**config.mk**
```make
export PLATFORM = sky130hd
export DESIGN_NAME = if_id_fetch_queue_flat
export DESIGN_NICKNAME = d
export VERILOG_FILES = /design/src/rtl/if_id_fetch_queue_if.sv /design/src/rtl/if_id_fetch_queue.sv /design/src/flat_wrapper.sv
export SDC_FILE = /design/constraint.sdc
export NUM_CORES = 1
export LEC_CHECK = 0
export ABC_CLOCK_PERIOD_IN_PS = 10900
export CAP_MARGIN = 10
export CORE_UTILIZATION = 43
export DETAILED_ROUTE_END_ITERATION = 10
export PLACE_DENSITY = 0.79
export SETUP_SLACK_MARGIN = 0.02
export SYNTH_ARGS = -nofsm -noshare
export SYNTH_HDL_FRONTEND = slang
export SYNTH_SLANG_ARGS = --single-unit
```
**constraint.sdc**
```tcl
create_clock -name Clk -period 10.9 [get_ports Clk]
set_input_delay 2.18 -clock Clk [delete_from_list [all_inputs] [get_ports Clk]]
set_output_delay 2.18 -clock Clk [all_outputs]
set_load 0.02 [all_outputs]
```
**src/rtl/if_id_fetch_queue_if.sv**
```systemverilog
// Handshake and data bundle between the IF stage, the fetch queue and the ID stage.
// The queue uses the slave modport; the IF/ID environment uses master.
interface if_id_fetch_queue_if #(
    parameter int PTR_W = 1
);
    logic              IF_Valid;
    logic [31:0]       IF_Instruction;
    logic [31:0]       IF_currAddress;
    logic [31:0]       IF_PCadd4;
    logic              IF_Ready;
    logic              ID_Accept;
    logic              Flush;
    logic              ID_Valid;
    logic [31:0]       ID_Instruction;
    logic [31:0]       ID_currAddress;
    logic [31:0]       ID_PCadd4;
    logic [25:0]       ID_targetAddress;
    logic [PTR_W:0]    Count;
    logic [15:0]       FlushCount;
    logic [15:0]       StallCount;

    modport master (
        output IF_Valid, IF_Instruction, IF_currAddress, IF_PCadd4, ID_Accept, Flush,
        input  IF_Ready, ID_Valid, ID_Instruction, ID_currAddress, ID_PCadd4,
               ID_targetAddress, Count, FlushCount, StallCount
    );

    modport slave (
        input  IF_Valid, IF_Instruction, IF_currAddress, IF_PCadd4, ID_Accept, Flush,
        output IF_Ready, ID_Valid, ID_Instruction, ID_currAddress, ID_PCadd4,
               ID_targetAddress, Count, FlushCount, StallCount
    );
endinterface

```
**src/rtl/if_id_fetch_queue.sv**
```systemverilog
// IF->ID decoupling queue: circular buffer of {PC, PC+4, instruction} with flush.
// Define IFQ_PERF_EN to build the saturating flush/stall performance counters.
module if_id_fetch_queue #(
    parameter int          DEPTH     = 2,
    parameter int          PTR_W     = 1,
    parameter logic [31:0] NOP_INSTR = 32'h0000_0000
) (
    input  logic               Clk,
    input  logic               Reset,
    if_id_fetch_queue_if.slave q
);

    localparam logic [PTR_W:0] FULL_CNT = (PTR_W+1)'(DEPTH);
    localparam logic [PTR_W:0] ZERO_CNT = {(PTR_W+1){1'b0}};

    logic [95:0]      mem_q [DEPTH];
    logic [95:0]      mem_d [DEPTH];
    logic [PTR_W-1:0] wr_ptr_q, wr_ptr_d;
    logic [PTR_W-1:0] rd_ptr_q, rd_ptr_d;
    logic [PTR_W:0]   cnt_q, cnt_d;

    logic        push_s;
    logic        pop_s;
    logic        if_ready_s;
    logic        id_valid_s;
    logic [95:0] head_s;
    logic [31:0] id_instr_s;
    logic [31:0] id_pc_s;
    logic [31:0] id_pc4_s;

    // Handshake qualifiers; ready is not pop-aware so ID_Accept never reaches IF_Ready.
    always_comb begin
        if_ready_s = (cnt_q != FULL_CNT);
        id_valid_s = (cnt_q != ZERO_CNT);
        push_s     = q.IF_Valid  & if_ready_s & ~q.Flush;
        pop_s      = q.ID_Accept & id_valid_s & ~q.Flush;
    end

    // Pointer/occupancy next state; a flush realigns rd_ptr onto wr_ptr.
    always_comb begin
        wr_ptr_d = wr_ptr_q;
        rd_ptr_d = rd_ptr_q;
        cnt_d    = cnt_q;
        if (q.Flush) begin
            rd_ptr_d = wr_ptr_q;
            cnt_d    = ZERO_CNT;
        end else begin
            wr_ptr_d = wr_ptr_q + PTR_W'(push_s);
            rd_ptr_d = rd_ptr_q + PTR_W'(pop_s);
            cnt_d    = cnt_q + (PTR_W+1)'(push_s) - (PTR_W+1)'(pop_s);
        end
    end

    always_comb begin
        mem_d = mem_q;
        if (push_s) begin
            mem_d[wr_ptr_q] = {q.IF_currAddress, q.IF_PCadd4, q.IF_Instruction};
        end else begin
            mem_d = mem_q;
        end
    end

    always_ff @(posedge Clk or posedge Reset) begin
        if (Reset) begin
            wr_ptr_q <= {PTR_W{1'b0}};
            rd_ptr_q <= {PTR_W{1'b0}};
            cnt_q    <= ZERO_CNT;
        end else begin
            wr_ptr_q <= wr_ptr_d;
            rd_ptr_q <= rd_ptr_d;
            cnt_q    <= cnt_d;
        end
    end

    // Payload storage is meaningless while cnt is zero, so it carries no reset.
    always_ff @(posedge Clk) begin
        mem_q <= mem_d;
    end

    always_comb begin
        head_s = mem_q[rd_ptr_q];
        if (id_valid_s) begin
            id_pc_s    = head_s[95:64];
            id_pc4_s   = head_s[63:32];
            id_instr_s = head_s[31:0];
        end else begin
            id_pc_s    = 32'h0000_0000;
            id_pc4_s   = 32'h0000_0000;
            id_instr_s = NOP_INSTR;
        end
    end

    assign q.IF_Ready         = if_ready_s;
    assign q.ID_Valid         = id_valid_s;
    assign q.ID_Instruction   = id_instr_s;
    assign q.ID_currAddress   = id_pc_s;
    assign q.ID_PCadd4        = id_pc4_s;
    assign q.ID_targetAddress = id_instr_s[25:0];
    assign q.Count            = cnt_q;

`ifdef IFQ_PERF_EN
    logic [15:0] flush_cnt_q, flush_cnt_d;
    logic [15:0] stall_cnt_q, stall_cnt_d;

    // Both counters saturate rather than wrap.
    always_comb begin
        flush_cnt_d = flush_cnt_q;
        stall_cnt_d = stall_cnt_q;
        if (q.Flush && id_valid_s && (flush_cnt_q != 16'hFFFF)) begin
            flush_cnt_d = flush_cnt_q + 16'd1;
        end else begin
            flush_cnt_d = flush_cnt_q;
        end
        if (id_valid_s && !q.ID_Accept && !q.Flush && (stall_cnt_q != 16'hFFFF)) begin
            stall_cnt_d = stall_cnt_q + 16'd1;
        end else begin
            stall_cnt_d = stall_cnt_q;
        end
    end

    always_ff @(posedge Clk or posedge Reset) begin
        if (Reset) begin
            flush_cnt_q <= 16'h0000;
            stall_cnt_q <= 16'h0000;
        end else begin
            flush_cnt_q <= flush_cnt_d;
            stall_cnt_q <= stall_cnt_d;
        end
    end

    assign q.FlushCount = flush_cnt_q;
    assign q.StallCount = stall_cnt_q;
`else
    assign q.FlushCount = 16'h0000;
    assign q.StallCount = 16'h0000;
`endif

endmodule

```
**src/flat_wrapper.sv**
```systemverilog
// flat-port wrapper written by rule: the top's interface ports become plain ports
module if_id_fetch_queue_flat 
#(
    parameter int          DEPTH     = 2,
    parameter int          PTR_W     = 1,
    parameter logic [31:0] NOP_INSTR = 32'h0000_0000
)
  (Clk, Reset, q_IF_Valid, q_IF_Instruction, q_IF_currAddress, q_IF_PCadd4, q_ID_Accept, q_Flush, q_IF_Ready, q_ID_Valid, q_ID_Instruction, q_ID_currAddress, q_ID_PCadd4, q_ID_targetAddress, q_Count, q_FlushCount, q_StallCount);
  if_id_fetch_queue_if #(.PTR_W(PTR_W)) q_i ();
  input  logic Clk;
  input  logic Reset;
  input wire logic [$bits(q_i.IF_Valid)-1:0] q_IF_Valid;
  input wire logic [$bits(q_i.IF_Instruction)-1:0] q_IF_Instruction;
  input wire logic [$bits(q_i.IF_currAddress)-1:0] q_IF_currAddress;
  input wire logic [$bits(q_i.IF_PCadd4)-1:0] q_IF_PCadd4;
  input wire logic [$bits(q_i.ID_Accept)-1:0] q_ID_Accept;
  input wire logic [$bits(q_i.Flush)-1:0] q_Flush;
  output wire logic [$bits(q_i.IF_Ready)-1:0] q_IF_Ready;
  output wire logic [$bits(q_i.ID_Valid)-1:0] q_ID_Valid;
  output wire logic [$bits(q_i.ID_Instruction)-1:0] q_ID_Instruction;
  output wire logic [$bits(q_i.ID_currAddress)-1:0] q_ID_currAddress;
  output wire logic [$bits(q_i.ID_PCadd4)-1:0] q_ID_PCadd4;
  output wire logic [$bits(q_i.ID_targetAddress)-1:0] q_ID_targetAddress;
  output wire logic [$bits(q_i.Count)-1:0] q_Count;
  output wire logic [$bits(q_i.FlushCount)-1:0] q_FlushCount;
  output wire logic [$bits(q_i.StallCount)-1:0] q_StallCount;
  assign q_i.IF_Valid = q_IF_Valid;
  assign q_i.IF_Instruction = q_IF_Instruction;
  assign q_i.IF_currAddress = q_IF_currAddress;
  assign q_i.IF_PCadd4 = q_IF_PCadd4;
  assign q_i.ID_Accept = q_ID_Accept;
  assign q_i.Flush = q_Flush;
  assign q_IF_Ready = q_i.IF_Ready;
  assign q_ID_Valid = q_i.ID_Valid;
  assign q_ID_Instruction = q_i.ID_Instruction;
  assign q_ID_currAddress = q_i.ID_currAddress;
  assign q_ID_PCadd4 = q_i.ID_PCadd4;
  assign q_ID_targetAddress = q_i.ID_targetAddress;
  assign q_Count = q_i.Count;
  assign q_FlushCount = q_i.FlushCount;
  assign q_StallCount = q_i.StallCount;
  if_id_fetch_queue #(.DEPTH(DEPTH), .PTR_W(PTR_W), .NOP_INSTR(NOP_INSTR)) u_core (.Clk(Clk), .Reset(Reset), .q(q_i));
endmodule
```
==> impl_metrics.env <==
export IMPL_drt_wl_total_um=15200
export IMPL_antenna_found_initial=0
export IMPL_reg2reg_to="u_core.mem_q[171]"
export IMPL_p_leak_uw=0.00390
export IMPL_track_usage=0.161
export IMPL_slowest_delay_ns=0.88
export IMPL_nFillCells=1393
export IMPL_critPathCaptureType="output port"
export IMPL_skew_ns=0.0107
export IMPL_cts_buffer_depth=2
export IMPL_r2r_setup_slack_ns=8.15
export IMPL_worstSkewPairLatency_ns=0.43
export IMPL_crit_arrival_ns=3.29
export IMPL_cts_tree="yes"
export IMPL_irDropWorstVdd_mv=0.121
export IMPL_hpwl_um=10000
export IMPL_maxSlewViolCount=0
export IMPL_ys_warn_count=0
export IMPL_max_cap_viol_count=0
export IMPL_die_area_mm2=0.0190
export IMPL_rsz0062_at_grt="false"
export IMPL_worst_slew_pin_slew_ns=1.14
export IMPL_ctsResizeCount=0
export IMPL_h_tree_depth=4
export IMPL_initial_core_util=0.441
export IMPL_syn_area_per_cell_um2=16.2
export IMPL_fmax_mhz=183
export IMPL_antenna_cells=0
export IMPL_power_density_mw_per_mm2=233
export IMPL_area_delta_synth_final_pct=34.0
export IMPL_drt_iter0_markers=209
export IMPL_hold_end="u_core.rd_ptr_q"
export IMPL_io_pins=259
export IMPL_grt_max_degree=62
export IMPL_critPathSlowestCell="dfrtp_4"
export IMPL_synthCells=489
export IMPL_hold_path_depth=2
export IMPL_reg2reg_from="u_core.q.Count[0]"
export IMPL_synth_seq_area_share=0.739
export IMPL_r2r_cells=5
export IMPL_drt_pass1_iter_count=4
export IMPL_fin_crit_sh=0.502
export IMPL_cp_num_buf_inv=2
export IMPL_fin_area_mm2=0.0106
export IMPL_finalSetupTns_ns=0
export IMPL_crit_family="buffers and inverters"
export IMPL_hold_viol=0
export IMPL_cts_sinks=196
export IMPL_critPathMaxFanout=57
export IMPL_die_h_um=138
export IMPL_min_from="u_core.wr_ptr_q"
export IMPL_route_vias_total=4461
export IMPL_place_area_mm2=0.0101
export IMPL_post_route_min_period_ns=5.47
export IMPL_viasPerCell=4.79
export IMPL_cts_setup_buffers=0
export IMPL_remaining_drc_errors=0
export IMPL_cp_cell_sequence="buf_4 > mux2i_1 > nor2_1 > clkdlybuf4s50_1"
export IMPL_status="finished, final reports clean"
export IMPL_grt_pass1_wl_um=22400
export IMPL_crit_required_ns=8.72
export IMPL_die_x_um=138
export IMPL_grt_overflow_total=0
export IMPL_crit_type="reg2out"
export IMPL_setup_viol=0
export IMPL_grt_pass1_vias=4455
export IMPL_hold_buffers=0
export IMPL_slew_headroom=0.236
export IMPL_core_area_mm2=0.0180
export IMPL_clkSlewWorstSetupHoldPaths_ns=0.07
export IMPL_finalPower_uw=2480
export IMPL_io_buffers=226
export IMPL_synthesis_area_mm2=0.00794
export IMPL_synth_seq_cells=196
export IMPL_drive_above_1_share=0.0555
export IMPL_synth_cell_types=18
export IMPL_wl_per_cell_um=16.3
export IMPL_hp_class="reg2reg"
export IMPL_cts_root_buf="clkbuf_16"
export IMPL_std_cell_rows=49
export IMPL_finalNetCount=795
export IMPL_cts_made_buffers=17
export IMPL_cp_start_kind="register"
export IMPL_finalWeightedCongestion=0.721
export IMPL_ant_nets=0
-- cell usage in the layout, fill, tap and decap left out --
cell / Yosys / layout
nor2b_1: 1 / 1
dfrtp_4: 0 / 1
clkinv_2: 0 / 2
clkinvlp_4: 0 / 2
mux2i_1: 98 / 98
ha_4: 0 / 2
xnor2_1: 1 / 1
nor2_4: 1 / 1
clkbuf_1: 0 / 1
clkbuf_16: 0 / 17
xor2_1: 2 / 2
inv_1: 5 / 5
conb_1: 1 / 32
clkinv_4: 0 / 2
inv_8: 0 / 3
ha_1: 4 / 2
and3b_1: 1 / 1
nand2_1: 1 / 1
clkdlybuf4s50_1: 0 / 226
o21ai_0: 1 / 1
nor2_1: 98 / 98
buf_4: 66 / 4
dfrtp_1: 4 / 3
inv_6: 0 / 4
edfxtp_1: 192 / 192
bufinv_16: 0 / 1
-- through the flow --
step,utilization,cells,hold slack [ns],worst slack (ns)
finish,0.590,932,0.659,5.43
global route,0.590,932,0.689,5.22
CTS,0.590,932,0.667,5.37
detailed placement,0.559,900,0.652,5.84
global placement,0.559,900,0.625,5.91
floorplan,-,520,0.536,5.71
-- routing by layer --
layer,vias up,global-route usage,share of wire
met5,-,0,0
met4,0,0.0556,0.010
met3,13,0.0508,0.071
met2,220,0.278,0.52
met1,2155,0.188,0.40
li1,2073,-,-
-- worst register-to-register path, delay by kind of cell, from the launching register on --
family        cells  cell delay (ns)
flops             1             0.45
fa+ha+maj         1             0.53
simple gates      2             0.47
buf+inv           2             0.86
-- final cells by class --
type / instances / area [um2] / area share
multi-input cells: 240 / 1610 / 0.151
clock inverters: 14 / 141 / 0.0133
flip-flops and latches: 196 / 5870 / 0.551
clock buffers: 18 / 429 / 0.0403
well taps: 229 / 287 / 0.0269
repair buffers: 230 / 2290 / 0.215
inverters: 5 / 18.8 / 0.00176
-- state kept, by name, summed over array words and instances, names as in the netlist --
name	cells
u_core.q.Count	2
u_core.rd_ptr_q	1
u_core.wr_ptr_q	1
u_core.mem_q	192
-- worst max path at each step --
stage / start / endpoint / slack, ns / cells past startpoint
2_1_floorplan: q_Flush / u_core.mem_q[0] / 5.71 / 2
3_3_place_gp: u_core.rd_ptr_q / q_ID_targetAddress[5] / 5.91 / 4
3_5_place_dp: u_core.rd_ptr_q / q_ID_Instruction[14] / 5.84 / 4
4_1_cts: u_core.rd_ptr_q / q_ID_Instruction[14] / 5.37 / 4
5_1_grt: u_core.rd_ptr_q / q_ID_Instruction[14] / 5.22 / 4
6_report: u_core.rd_ptr_q / q_ID_targetAddress[14] / 5.43 / 4
-- where the power goes --
group / switching [uW] / leakage [uW] / internal [uW] / total (uW)
combinational: 474 / 0.00182 / 407 / 881
sequential: 61.1 / 0.00181 / 930 / 991
clock: 281 / 0.000277 / 323 / 604
-- synth_stat cells --
| master | instances | area share |
|---|---|---|
| and3b_1 | 1 | 0.0011 |
| buf_1 | 6 | 0.0028 |
| buf_2 | 3 | 0.0019 |
| buf_4 | 66 | 0.062 |
| buf_8 | 4 | 0.0076 |
| conb_1 | 1 | 0.00047 |
| dfrtp_1 | 4 | 0.013 |
| edfxtp_1 | 192 | 0.73 |
| ha_1 | 4 | 0.0063 |
| inv_1 | 5 | 0.0024 |
| mux2i_1 | 98 | 0.12 |
| nand2_1 | 1 | 0.00047 |
| nor2_1 | 98 | 0.046 |
| nor2_4 | 1 | 0.0014 |
| nor2b_1 | 1 | 0.00079 |
| o21ai_0 | 1 | 0.00063 |
| xnor2_1 | 1 | 0.0011 |
| xor2_1 | 2 | 0.0022 |
-- cell families after synthesis --
group / count (synthesis) / share of synthesized area
DFF: 196 / 0.739
other: 1 / 0.000472
xor gates and xnor gates: 3 / 0.00331
buffers and inverters: 84 / 0.0770
AOI/OAI and AO/OA: 1 / 0.000630
adders and majority gates: 4 / 0.00630
muxes: 98 / 0.124
and+or+nand+nor: 102 / 0.0501
Note: power is estimated with default switching activity, not from simulation.
